### src/rtl/uart_echo_buffer.sv
// Buffered UART echo: received bytes are queued in a FIFO and replayed on the
// TX valid/ready handshake through a registered output stage.
module uart_echo_buffer #(
    parameter int P_DATA_WIDTH = 8,
    parameter int P_FIFO_DEPTH = 16,
    parameter int P_CASE_SWAP  = 0,
    localparam int LP_AW = $clog2(P_FIFO_DEPTH),
    localparam int LP_CW = LP_AW + 1
) (
    input  logic                    i_clk,
    input  logic                    i_rst,
    input  logic [P_DATA_WIDTH-1:0] i_user_rx_data,
    input  logic                    i_user_rx_valid,
    output logic [P_DATA_WIDTH-1:0] o_user_tx_data,
    output logic                    o_user_tx_valid,
    input  logic                    i_user_tx_ready,
    output logic [LP_CW-1:0]        o_fifo_count,
    output logic                    o_overflow,
    output logic [15:0]             o_drop_cnt
);

    // TX handshake: a byte moves at an edge where o_user_tx_valid and
    // i_user_tx_ready are both high; until then data/valid hold stable.

    logic [P_DATA_WIDTH-1:0] mem_q [P_FIFO_DEPTH];
    logic [LP_AW-1:0]        wr_ptr_q, wr_ptr_d;
    logic [LP_AW-1:0]        rd_ptr_q, rd_ptr_d;
    logic [LP_CW-1:0]        count_q, count_d;
    logic [P_DATA_WIDTH-1:0] tx_data_q, tx_data_d;
    logic                    tx_valid_q, tx_valid_d;
    logic                    overflow_q, overflow_d;
    logic [15:0]             drop_cnt_q, drop_cnt_d;

    logic                    fifo_full, fifo_empty;
    logic                    wr_en, drop, xfer, load, rd_en;
    logic [P_DATA_WIDTH-1:0] rd_data, load_data;

    function automatic logic [P_DATA_WIDTH-1:0] swap_case(input logic [P_DATA_WIDTH-1:0] b);
        logic is_upper;
        logic is_lower;
        is_upper = (b >= P_DATA_WIDTH'(8'h41)) && (b <= P_DATA_WIDTH'(8'h5A));
        is_lower = (b >= P_DATA_WIDTH'(8'h61)) && (b <= P_DATA_WIDTH'(8'h7A));
        return (is_upper || is_lower) ? (b ^ P_DATA_WIDTH'(8'h20)) : b;
    endfunction

    assign fifo_full  = (count_q == LP_CW'(P_FIFO_DEPTH));
    assign fifo_empty = (count_q == '0);
    assign rd_data    = mem_q[rd_ptr_q];
    assign load_data  = (P_CASE_SWAP != 0) ? swap_case(rd_data) : rd_data;

    always_comb begin
        wr_en      = i_user_rx_valid && !fifo_full;
        drop       = i_user_rx_valid && fifo_full;
        xfer       = tx_valid_q && i_user_tx_ready;
        load       = !tx_valid_q || xfer;
        rd_en      = load && !fifo_empty;

        wr_ptr_d   = wr_en ? wr_ptr_q + LP_AW'(1) : wr_ptr_q;
        rd_ptr_d   = rd_en ? rd_ptr_q + LP_AW'(1) : rd_ptr_q;
        count_d    = count_q + LP_CW'(wr_en) - LP_CW'(rd_en);

        tx_data_d  = tx_data_q;
        tx_valid_d = tx_valid_q;
        if (load) begin
            // An empty FIFO drops valid but keeps the last byte on the data lines.
            tx_valid_d = rd_en;
            if (rd_en) begin
                tx_data_d = load_data;
            end
        end

        overflow_d = overflow_q || drop;
        drop_cnt_d = (drop && drop_cnt_q != 16'hFFFF) ? drop_cnt_q + 16'd1 : drop_cnt_q;
    end

    always_ff @(posedge i_clk or negedge i_rst) begin
        if (!i_rst) begin
            wr_ptr_q   <= '0;
            rd_ptr_q   <= '0;
            count_q    <= '0;
            tx_data_q  <= '0;
            tx_valid_q <= 1'b0;
            overflow_q <= 1'b0;
            drop_cnt_q <= '0;
        end else begin
            wr_ptr_q   <= wr_ptr_d;
            rd_ptr_q   <= rd_ptr_d;
            count_q    <= count_d;
            tx_data_q  <= tx_data_d;
            tx_valid_q <= tx_valid_d;
            overflow_q <= overflow_d;
            drop_cnt_q <= drop_cnt_d;
        end
    end

    // Storage carries no reset; only the pointers define what is live.
    always_ff @(posedge i_clk) begin
        if (wr_en) begin
            mem_q[wr_ptr_q] <= i_user_rx_data;
        end
    end

    assign o_user_tx_data  = tx_data_q;
    assign o_user_tx_valid = tx_valid_q;
    assign o_fifo_count    = count_q;
    assign o_overflow      = overflow_q;
    assign o_drop_cnt      = drop_cnt_q;

endmodule

### config.mk
export PLATFORM = sky130hd
export DESIGN_NAME = uart_echo_buffer
export DESIGN_NICKNAME = d
export VERILOG_FILES = /design/src/rtl/uart_echo_buffer.sv
export SDC_FILE = /design/constraint.sdc
export NUM_CORES = 1
export LEC_CHECK = 0
export ABC_AREA = 1
export ABC_CLOCK_PERIOD_IN_PS = 2600
export BUFFER_PORTS_ARGS = -buffer_cell sky130_fd_sc_hd__buf_2
export CAP_MARGIN = 40
export CORE_UTILIZATION = 44
export CTS_BUF_LIST = sky130_fd_sc_hd__clkbuf_2
export DETAILED_ROUTE_END_ITERATION = 6
export HOLD_SLACK_MARGIN = 0.03
export SYNTH_ARGS = -nofsm -noshare
export SYNTH_HDL_FRONTEND = slang
export SYNTH_SLANG_ARGS = --single-unit
### constraint.sdc
create_clock -name i_clk -period 2.6 [get_ports i_clk]
set_clock_uncertainty 0.2 [all_clocks]
set_input_delay 0.26 -clock i_clk [delete_from_list [all_inputs] [get_ports i_clk]]
set_output_delay 0.26 -clock i_clk [all_outputs]
set_load 0.1 [all_outputs]
* Word-level counts from Yosys, hierarchy flattened *
Memory sizes are Yosys's and may differ from the RTL's. A register that Yosys moved wholly into a read port is not among the register bits.
Index checks and enable logic that the tools add are counted.

word-level totals
  register bits after elaboration = 31
  bits in writable memories = 128
  word-level logic and storage cells = 29
  memories kept = 1

memory list
  memory  depth  bits a word  rd ports  clocked after memory_dff  wr ports  line  text
  mem_q   16     8            1         1                         1         25    logic [P_DATA_WIDTH-1:0] mem_q [P_FIFO_DEPTH];

operators by class
  add/subtract/negate cells = 5
  equality and inequality tests = 2
  mux-type cells = 2
  reduce and logical (&&, ||, !) cells = 13

operators by type and width
  operator                 count
  $add A16 B1 Y16 const B  1
  $ne A16 B16 Y1 const B   1
  $add A4 B1 Y4 const B    2
  $add A5 B1 Y5            1
  $eq A5 B5 Y1 const B     1
  $logic_and A1 B1 Y1      5
  $logic_not A5 Y1         1
  $sub A5 B1 Y5            1
  $logic_not A1 Y1         4
  $logic_or A1 B1 Y1       2
  $mux W1                  2
  $reduce_and A2 Y1        1

* Logic depth before layout (Yosys ltp) *
Gate-level depths: netlist (run 1).

  depth after elaboration = 5
  depth in mapped cells = 14

* Least setup slack after synthesis (run 1) *
OpenSTA, ideal clock, no wires.

  path kind = flip-flop to flip-flop
  start point = reg count_q[2] (netlist: o_fifo_count[2])
  end point = reg count_q[4] (netlist: o_fifo_count[4])
  setup time = 0.080 ns
  arrival time = 2.897 ns
  slack = -0.577 ns
  stages on the path, launching flop included = 15
  path buffers = 1
  path through = dfrtp_1 > inv_1 > ha_1 > nand4_1 > nand2_1 > inv_1 > buf_2 > ha_1 > inv_1 > ha_1 > fa_1 > a21oi_1 > nor2_1 > nor2_1 > xor2_1

RTL lines
  what                      line  text
  start: declaration        28    logic [LP_CW-1:0] count_q, count_d;
  start signal: assignment  88    count_q <= count_d;
  $logic_not A5 Y1          47    assign fifo_empty = (count_q == '0);
  $logic_not A1 Y1          56    rd_en = load && !fifo_empty;
  $logic_and A1 B1 Y1       56
  net rd_en                 35    logic wr_en, drop, xfer, load, rd_en;
  $sub A5 B1 Y5             60    count_d = count_q + LP_CW'(wr_en) - LP_CW'(rd_en);
  net count_d[4]            28

The timed path passes the listed nets, and every way through them passes these cells.
A chain may end at the register's enable or synchronous reset.

* Worst setup path after layout (run 1) *
  start point = in i_user_tx_ready
  end point = reg count_q[4] (netlist: o_fifo_count[4])

on the way
  cells in the longest elaborated chain, start to end = 4

RTL lines
  what                 line  text
  start: declaration   16    input logic i_user_tx_ready,
  $logic_and A1 B1 Y1  54    xfer = tx_valid_q && i_user_tx_ready;
  $logic_or A1 B1 Y1   55    load = !tx_valid_q || xfer;
  $logic_and A1 B1 Y1  56
  $sub A5 B1 Y5        60
  net count_d[4]       28

The timed path passes the listed nets, and every way through them passes these cells.

==> flow_metrics.env, run 1 <==
export IMPL_outcome="finished, final reports clean"
export IMPL_worst_slack_ps=123.9
export IMPL_instances_no_fill=1096
export IMPL_path_class="in -> reg"
export IMPL_drive_gt1_share_pct=15.89
export IMPL_yosysUniqueCellTypes=30
export IMPL_clock_latency_ps=750
export IMPL_via_per_inst=4.839
export IMPL_grt_antenna_before_repair=1
export IMPL_netlist_area_sq_um=7659
export IMPL_num_rows=47
export IMPL_post_drt_wl_per_cell_um=15.26
export IMPL_final_area_sq_um=8643
export IMPL_max_cap_violations=0
export IMPL_dieArea_sq_um=17940
export IMPL_cts_htree_levels=4
export IMPL_path_clk_slew_ps=210
export IMPL_hpwl_um=11230
export IMPL_clockBufferDepth=2
export IMPL_gp_congestion=0.8591
export IMPL_totalWireLength_um=16730
export IMPL_ys_warn_count=0
export IMPL_grt_pass1_wl_um=26730
export IMPL_post_route_period_util_pct=95.23
export IMPL_fp_dieW_um=133.9
export IMPL_die_height_um=133.9
export IMPL_cts_sinks=167
export IMPL_sw_frac_of_total_pct=48.50
export IMPL_cp_arrival_ps=2970
export IMPL_cts_tree="built"
export IMPL_slew_viol_final=0
export IMPL_place_area_sq_um=8275
export IMPL_cts_buffers=17
export IMPL_area_growth_synth_to_final_pct=12.86
export IMPL_crit_fanout=2
export IMPL_power_frac_seq_pct=38.7
export IMPL_ys_ff_latch=167
export IMPL_drt_pass1_iter_count=5
export IMPL_crit_family="buffers and inverters"
export IMPL_hp_class="in -> reg"
export IMPL_grt_pass1_vias=5188
export IMPL_syn_area_per_cell_sq_um=9.769
export IMPL_final_nets=887
export IMPL_reg2reg_slack_ps=130
export IMPL_ant_nets=0
export IMPL_portBuffers=42
export IMPL_via_count=5304
export IMPL_startpoint_type="input port"
export IMPL_crit_slowest_cell="dlygate4sd3_1"
export IMPL_ys_seq_area_share_pct=62.93
export IMPL_synth_net_count=809
export IMPL_place_ws_ps=89.25
export IMPL_ios=43
export IMPL_critPathBufInv=6
export IMPL_period_needed_ps=2476
export IMPL_whs_ps=259.9
export IMPL_slowest_delay_ps=550
export IMPL_grt_max_degree=67
export IMPL_p_leak_nw=3.895
export IMPL_p_int_mw=4.814
export IMPL_dp_cells=1046
export IMPL_relSlewSlack_pct=59.55
export IMPL_path_cells="dlygate4sd3_1 -> buf_2 -> dlygate4sd3_1 -> inv_1 -> nand2_1 -> nand2_2 -> inv_2 -> ha_4 -> inv_2 -> ha_4 -> fa_2 -> a21oi_2 -> nor2_1 -> nor2_1 -> xor2_1"
export IMPL_ir_worst_vdd_v=0.0006426
export IMPL_core_sq_um=16760
export IMPL_syn_inst=784
export IMPL_track_usage_pct=19.99
export IMPL_final_cell_mix="251 x nand2_1, 128 x edfxtp_1, 126 x inv_1"
export IMPL_switchingPower_mw=4.533
export IMPL_hold_viol=0
export IMPL_initial_core_util_pct=45.70
export IMPL_cp_required_ps=3090
export IMPL_pwr_share_comb_pct=48.4
export IMPL_clkPwrFrac_pct=12.9
export IMPL_final_common_cell="nand2_1"
export IMPL_endpoint_kind="register"
export IMPL_max_freq_mhz=403.9
export IMPL_drc=0
export IMPL_drtIter0Drc=374
export IMPL_tightest_slew_ps=602.1
export IMPL_grt_overflow=0
export IMPL_root_buffer="clkbuf_2"
export IMPL_finalSetupViolCount=0
export IMPL_power_density_nw_per_um2=1081
[final timing paths]
| path | endpoint | cells past startpoint | startpoint |
|---|---|---|---|
| max in group asynchronous | o_fifo_count[3] | 5 | i_rst |
| min in group asynchronous | rd_ptr_q[0] | 4 | i_rst |
| min reg2reg | o_overflow | 1 | o_overflow |
| max | o_fifo_count[4] | 15 | i_user_tx_ready |
| min | o_drop_cnt[12] | 6 | i_user_rx_valid |
| max reg2reg | o_fifo_count[4] | 13 | o_fifo_count[3] |
[power groups by stage]
stage | registers, mW | logic [mW] | clock network, mW
finish | 3.62 | 4.52 | 1.21
global route | 3.67 | 4.90 | 1.35
CTS | 3.62 | 4.55 | 1.24
detailed placement | 3.67 | 4.52 | 0
global placement | 3.66 | 4.45 | 0
floorplan | 4.89 | 2.20 | 0
[registers in the layout (all words and copies together) (netlist names)]
register         flops
mem_q              128
o_drop_cnt          16
o_user_tx_data       8
rd_ptr_q             4
o_overflow           1
wr_ptr_q             4
o_user_tx_valid      1
o_fifo_count         5
[cell families (layout without fill, tap and decap cells)]
logic type,Yosys count,in the layout,share of synthesized area [%]
flops,167,167,62.93
other cells,0,1,0
compound gates,17,17,1.356
simple gates,406,406,22.63
fa+ha+maj,13,13,2.222
buf+inv,163,254,8.708
xor+xnor,18,18,2.157
[cell usage after synthesis]
| library cell | instances | share of area [%] |
|---|---|---|
| a21oi_1 | 2 | 0.13 |
| xor2_1 | 14 | 1.6 |
| nor2_2 | 1 | 0.082 |
| buf_1 | 1 | 0.049 |
| buf_6 | 1 | 0.15 |
| clkbuf_1 | 3 | 0.15 |
| dfrtp_1 | 39 | 13 |
| nand2_2 | 2 | 0.16 |
| clkinv_1 | 2 | 0.098 |
| nand3_2 | 3 | 0.39 |
| inv_4 | 1 | 0.082 |
| xor2_2 | 1 | 0.21 |
| xnor2_1 | 3 | 0.34 |
| nor2_1 | 30 | 1.5 |
| buf_12 | 1 | 0.26 |
| nand2_1 | 252 | 12 |
| nor3_1 | 4 | 0.26 |
| or2_2 | 1 | 0.082 |
| nand3_1 | 103 | 6.7 |
| fa_1 | 1 | 0.26 |
| ha_1 | 12 | 2.0 |
| nand4_1 | 7 | 0.57 |
| o21ai_2 | 5 | 0.57 |
| nand3b_2 | 1 | 0.15 |
| nand3_4 | 1 | 0.23 |
| edfxtp_1 | 128 | 50 |
| buf_2 | 23 | 1.5 |
| inv_1 | 131 | 6.4 |
| nor2_4 | 1 | 0.15 |
| o21ai_0 | 10 | 0.65 |
[final cells by class]
type,count,area (sq um)
well taps,220,275.3
inverters,134,510.5
clock inverters,11,87.58
fillers,1548,8117
multi-input cells,454,2218
diodes,1,2.502
repair buffers,88,610.6
flip-flops and latches,167,4833
clock buffers,21,105.1
[metal layers]
metal  wire (um)  GRT usage (%)
met1        7204          24.89
met2        8388          34.08
met3         695          3.590
met4         439          8.712
met5           0              0
[per-stage QoR]
stage               power [mW]  TNS, ps  util (%)
floorplan                7.093   -100.5         -
global placement         8.110        0     49.38
detailed placement       8.195        0     49.38
CTS                      9.403        0     51.36
global route             9.921   -3.556     51.57
finish                   9.346        0     51.57
[worst register-to-register path, stage by stage, from the launching register on]
cell	delay, ps
dfrtp_4	540
inv_4	80
ha_4	130
nand4_1	110
nand2_2	90
inv_2	50
ha_4	250
inv_2	40
ha_4	150
fa_2	360
a21oi_2	120
nor2_1	50
nor2_1	110
xor2_1	150
[timing repair]
item,CTS,global route
resized for setup,0,1
setup buffers,0,2
endpoints found under the setup margin,0,1
endpoints found under the hold margin,195,0
hold buffers,14,0
Note: power is estimated with default switching activity, not from simulation.
==> inputs of run 2 (changes only) <==
- SETUP_SLACK_MARGIN: unset -> 0.15
==> run 2 against run 1 <==
Compared with the run above:
- design area rose by 1.5%
- power rose by 2.9%
- via count rose by 0.47%
- combinational power rose by 3%
- critical path type is now reg -> reg
==> flow_metrics.env, run 2 (same netlist as run 1, synthesis figures left out) <==
export IMPL_dp_cells=1043
export IMPL_power_mw=9.621
export IMPL_track_usage_pct=20.53
export IMPL_post_drt_wl_per_cell_um=15.41
export IMPL_final_common_cell="nand2_1"
export IMPL_reg2regPathDepth=13
export IMPL_ios=43
export IMPL_max_cap_violations=0
export IMPL_hold_viol=0
export IMPL_drtIter0Drc=332
export IMPL_r2r_start="o_fifo_count[3]"
export IMPL_dieArea_sq_um=17940
export IMPL_worst_slack_ps=132.7
export IMPL_p_leak_nw=3.964
export IMPL_grt_pass1_wl_um=27500
export IMPL_die_height_um=133.9
export IMPL_startpoint_type="register"
export IMPL_cts_buffers=17
export IMPL_place_ws_ps=108.6
export IMPL_fillers=1550
export IMPL_finalSetupViolCount=0
export IMPL_clock_latency_ps=760
export IMPL_cts_tree="built"
export IMPL_ir_worst_vdd_v=0.0006893
export IMPL_cts_htree_levels=4
export IMPL_hpwl_um=11200
export IMPL_via_per_inst=4.831
export IMPL_final_cell_mix="250 x nand2_1, 128 x edfxtp_1, 126 x inv_1"
export IMPL_drc=0
export IMPL_crit_fanout=2
export IMPL_portBuffers=42
export IMPL_totalWireLength_um=17000
export IMPL_num_rows=47
export IMPL_outcome="finished, final reports clean"
export IMPL_slew_viol_final=0
export IMPL_relSlewSlack_pct=60.60
export IMPL_area_growth_synth_to_final_pct=14.54
export IMPL_fp_dieW_um=133.9
export IMPL_max_freq_mhz=405.3
export IMPL_rsz0062_at_grt="true"
export IMPL_multi_input_area_sq_um=2221
export IMPL_period_needed_ps=2467
export IMPL_regMostFlops="mem_q"
export IMPL_tightest_slew_ps=586.5
export IMPL_reg2reg_slack_ps=130
export IMPL_grt_overflow=0
export IMPL_hp_start="i_user_tx_ready"
export IMPL_grt_antenna_before_repair=2
export IMPL_grt_pass1_vias=5247
export IMPL_via_count=5329
export IMPL_endpoint_kind="register"
export IMPL_clockBufferDepth=2
export IMPL_path_clk_slew_ps=220
export IMPL_root_buffer="clkbuf_2"
export IMPL_regArea_sq_um=4833
export IMPL_holdPathStages=5
export IMPL_initial_core_util_pct=45.70
export IMPL_drive_gt1_share_pct=16.91
export IMPL_startpoint="o_fifo_count[3]"
export IMPL_post_route_period_util_pct=94.90
export IMPL_ant_nets=0
export IMPL_instances_no_fill=1103
export IMPL_place_area_sq_um=8253
export IMPL_largest_register_ff_count=128
export IMPL_cp_arrival_ps=2960
export IMPL_cp_required_ps=3090
export IMPL_core_sq_um=16760
export IMPL_path_class="reg -> reg"
export IMPL_cts_sinks=167
export IMPL_power_density_nw_per_um2=1097
export IMPL_drt_pass1_iter_count=5
export IMPL_hp_class="in -> reg"
export IMPL_final_nets=893
export IMPL_grt_max_degree=49
export IMPL_final_area_sq_um=8772
export IMPL_gp_congestion=0.8543
[run 2: cell types whose count changed in the layout (fill, tap and decap cells not counted), sizes merged]
cell,previous run,this run
bufinv,1,2
clkbuf,21,18
dlygate4sd3,14,12
buf,74,81
clkinvlp,4,2
diode,1,2
inv,132,137
[run 2: worst max-delay path, stage by stage, from the launching register on]
cell and delay, ps:
dfrtp_4 540, inv_4 80, ha_4 130, nand4_1 90, nand2_1 120, inv_2 60, ha_4 250, inv_2 30
ha_4 150, fa_2 340, a21oi_2 120, nor2_1 50, nor2_1 110, xor2_1 140
[run 2: path summary, 6_finish.rpt]
| check | end |
|---|---|
| max reg2reg | o_fifo_count[4] |
| min reg2reg | o_overflow |
| min in group asynchronous | o_user_tx_data[5] |
| max | o_fifo_count[4] |
| max in group asynchronous | o_fifo_count[2] |
| min | o_user_tx_valid |
[run 2: power by group]
| group | internal, mW | leakage (nW) | switching, mW |
|---|---|---|---|
| registers | 3.33 | 1.62 | 0.283 |
| clock network | 0.446 | 0.143 | 0.921 |
| logic | 1.22 | 2.20 | 3.43 |
| total | 4.99 | 3.96 | 4.63 |
[run 2: repair_timing]
item                                    in CTS  in global routing
endpoints found under the hold margin      194                  0
endpoints found under the setup margin       1                 12
buffers inserted                            12                  0
pin swaps                                    3                  3
hold buffers                                13                  0
gates cloned                                 0                  1
gates resized for setup                      0                  7
[run 2: cell type report]
| cell class | count | area share (%) |
|---|---|---|
| diodes | 2 | 0.05705 |
| clock buffers | 17 | 0.9699 |
| clock inverters | 15 | 1.712 |
| inverters | 134 | 5.819 |
| multi-input cells | 454 | 25.32 |
| flip-flops and latches | 167 | 55.10 |
| well taps | 220 | 3.138 |
| repair buffers | 94 | 7.888 |
[run 2: metrics by stage]
step	utilization (%)	setup TNS [ps]	hold slack, ps
final	52.34	0	82.50
after global routing	52.33	0	51.94
after CTS	52.02	0	33.04
after detailed placement	49.24	0	172.7
after global placement	49.24	0	164.8
after floorplan	-	-100.5	-235.6
[run 2: layer usage]
metal	global-route usage (%)	vias to the layer above	routed length, um
met5	0	-	0
met4	8.081	0	314
met3	4.762	22	813
met2	34.77	117	8483
met1	25.39	2523	7388
li1	-	2667	-
==> inputs of run 3 (changes only) <==
- CORE_MARGIN: unset -> 2
==> run 3 against run 2 <==
Compared with the run above:
- count of clock-buffer cells in the layout is the same
- wire length grew 1.1%
- clock power grew 6%
- design area shrank 0.86%
- global-route usage shrank 0.65 points
- final cell count shrank 0.63%
- hold slack gained 120 ps
- non-clock buffer count shrank 11
- sequential power grew 1%
- sequential share of layout area grew 0.48 points
- via count grew 1.5%
- setup slack gained 2.1 ps
- critical path type unchanged
- largest cell class unchanged
- largest power group unchanged
==> flow_metrics.env, run 3 (same netlist as run 1, synthesis figures left out) <==
export IMPL_switchingPower_mw=4.706
export IMPL_grt_pass1_vias=5147
export IMPL_grt_antenna_before_repair=1
export IMPL_finalSetupViolCount=0
export IMPL_crit_fanout=3
export IMPL_power_frac_seq_pct=37.9
export IMPL_gr_max_usage_layer="met2"
export IMPL_instances_no_fill=1096
export IMPL_max_cap_violations=0
export IMPL_cts_resized=0
export IMPL_final_nets=882
export IMPL_fp_dieW_um=135.9
export IMPL_hpwl_um=11550
export IMPL_dp_cells=1048
export IMPL_dieArea_sq_um=18480
export IMPL_reg2regPathDepth=13
export IMPL_p_leak_nw=3.911
export IMPL_ir_worst_vdd_v=0.0006925
export IMPL_relSlewSlack_pct=58.84
export IMPL_hold_viol=0
export IMPL_drc=0
export IMPL_grtUsageMet3_pct=3.952
export IMPL_cts_buffers=17
export IMPL_startpoint="o_fifo_count[3]"
export IMPL_track_usage_pct=19.88
export IMPL_r2r_start="o_fifo_count[3]"
export IMPL_fillers=1601
export IMPL_period_needed_ps=2465
export IMPL_grt_util_met2_pct=31.85
export IMPL_cts_sinks=167
export IMPL_grt_overflow=0
export IMPL_p_int_mw=4.946
export IMPL_via_count=5408
export IMPL_num_rows=48
export IMPL_cts_htree_levels=4
export IMPL_post_drt_wl_per_cell_um=15.68
export IMPL_totalWireLength_um=17190
export IMPL_die_height_um=135.9
export IMPL_whs_ps=199.2
export IMPL_clockBufferDepth=2
export IMPL_via_per_inst=4.934
export IMPL_grt_max_degree=65
export IMPL_drive_gt1_share_pct=15.40
export IMPL_clock_latency_ps=760
export IMPL_final_cell_mix="252 x nand2_1, 128 x edfxtp_1, 126 x inv_1"
export IMPL_area_growth_synth_to_final_pct=13.56
export IMPL_final_common_cell="nand2_1"
export IMPL_post_route_period_util_pct=94.82
export IMPL_pwr_share_comb_pct=47.0
export IMPL_place_ws_ps=90.32
export IMPL_path_clk_slew_ps=250
export IMPL_cts_tree="built"
export IMPL_startpoint_type="register"
export IMPL_sw_frac_of_total_pct=48.75
export IMPL_grt_use_met1_pct=27.04
export IMPL_outcome="finished, final reports clean"
export IMPL_clkPwrFrac_pct=15.1
export IMPL_ios=43
export IMPL_root_buffer="clkbuf_2"
export IMPL_portBuffers=42
export IMPL_max_freq_mhz=405.6
export IMPL_core_sq_um=17180
export IMPL_regMostFlops="mem_q"
export IMPL_cp_required_ps=3110
export IMPL_cp_arrival_ps=2980
export IMPL_gp_congestion=0.9259
export IMPL_path_class="reg -> reg"
export IMPL_slew_viol_final=0
export IMPL_worst_slack_ps=134.7
export IMPL_grt_pass1_wl_um=27570
export IMPL_drtIter0Drc=464
export IMPL_ant_nets=0
export IMPL_largest_register_ff_count=128
export IMPL_reg2reg_slack_ps=130
export IMPL_tightest_slew_ps=612.8
export IMPL_drt_pass1_iter_count=5
export IMPL_initial_core_util_pct=44.59
export IMPL_rsz0062_at_grt="true"
export IMPL_hp_class="in -> async"
export IMPL_power_density_nw_per_um2=1110
export IMPL_endpoint_kind="register"
run 3: cell types whose count changed in the layout (fill, tap and decap cells not counted), sizes merged:
cell / delta
diode: -1
clkinvlp: -1
dlygate4sd3: +1
clkbuf: -1
clkinv: -2
buf: -11
inv: +3
run 3: final cells by class:
type | instances | area [sq um] | area share (%)
antenna | 1 | 2.502 | 0.02877
clock buffer | 17 | 85.08 | 0.9783
clock inverter | 15 | 165.2 | 1.899
inverter | 134 | 510.5 | 5.870
multi-input combinational | 454 | 2216 | 25.48
sequential | 167 | 4833 | 55.57
tap | 225 | 281.5 | 3.237
timing repair buffer | 83 | 603.1 | 6.934
run 3: stage by stage:
stage               power (mW)  utilization, %  instance area [sq um]  setup TNS [ps]
floorplan                7.093               -                   7726          -100.5
global placement         8.094           48.11                   8264               0
detailed placement       8.224           48.27                   8292               0
CTS                      9.687           50.53                   8680               0
global route             10.21           50.63                   8697               0
finish                   9.652           50.63                   8697               0
run 3: power groups by stage:
stage | combinational [mW] | clock, mW | sequential [mW]
floorplan | 2.20 | 0 | 4.89
global placement | 4.40 | 0 | 3.69
detailed placement | 4.50 | 0 | 3.72
CTS | 4.54 | 1.48 | 3.66
global route | 4.92 | 1.58 | 3.71
finish | 4.54 | 1.45 | 3.66
run 3: worst paths after layout:
| kind | endpoint |
|---|---|
| worst max register to register | o_fifo_count[4] |
| max in group asynchronous | o_fifo_count[2] |
| worst max-delay path | o_fifo_count[4] |
| min in group i_clk | o_drop_cnt[12] |
| worst min-delay path | o_user_tx_data[2] |
| worst min register to register | o_overflow |
run 3: worst max-delay path, cell delays in order (launching register included):
cell and delay, ps:
dfrtp_4 550, inv_4 70, ha_4 130, nand4_1 90, nand2_1 100, inv_2 60
ha_4 250, inv_2 40, ha_4 150, fa_2 350, a21oi_2 120, nor2_1 50
nor2_1 100, xor2_1 160
run 3: routing by layer:
layer	vias to the layer above	wire (um)
met1	2577	7621
met3	25	915
met2	160	8322
met5	-	0
li1	2646	-
met4	0	327
run 3: what timing repair did:
action                                 in CTS  in global routing
pin swaps                                   3                  0
setup buffers                               1                  0
endpoints found under the hold margin     202                  0
hold buffers                               13                  0
setup endpoints to repair                   1                  2
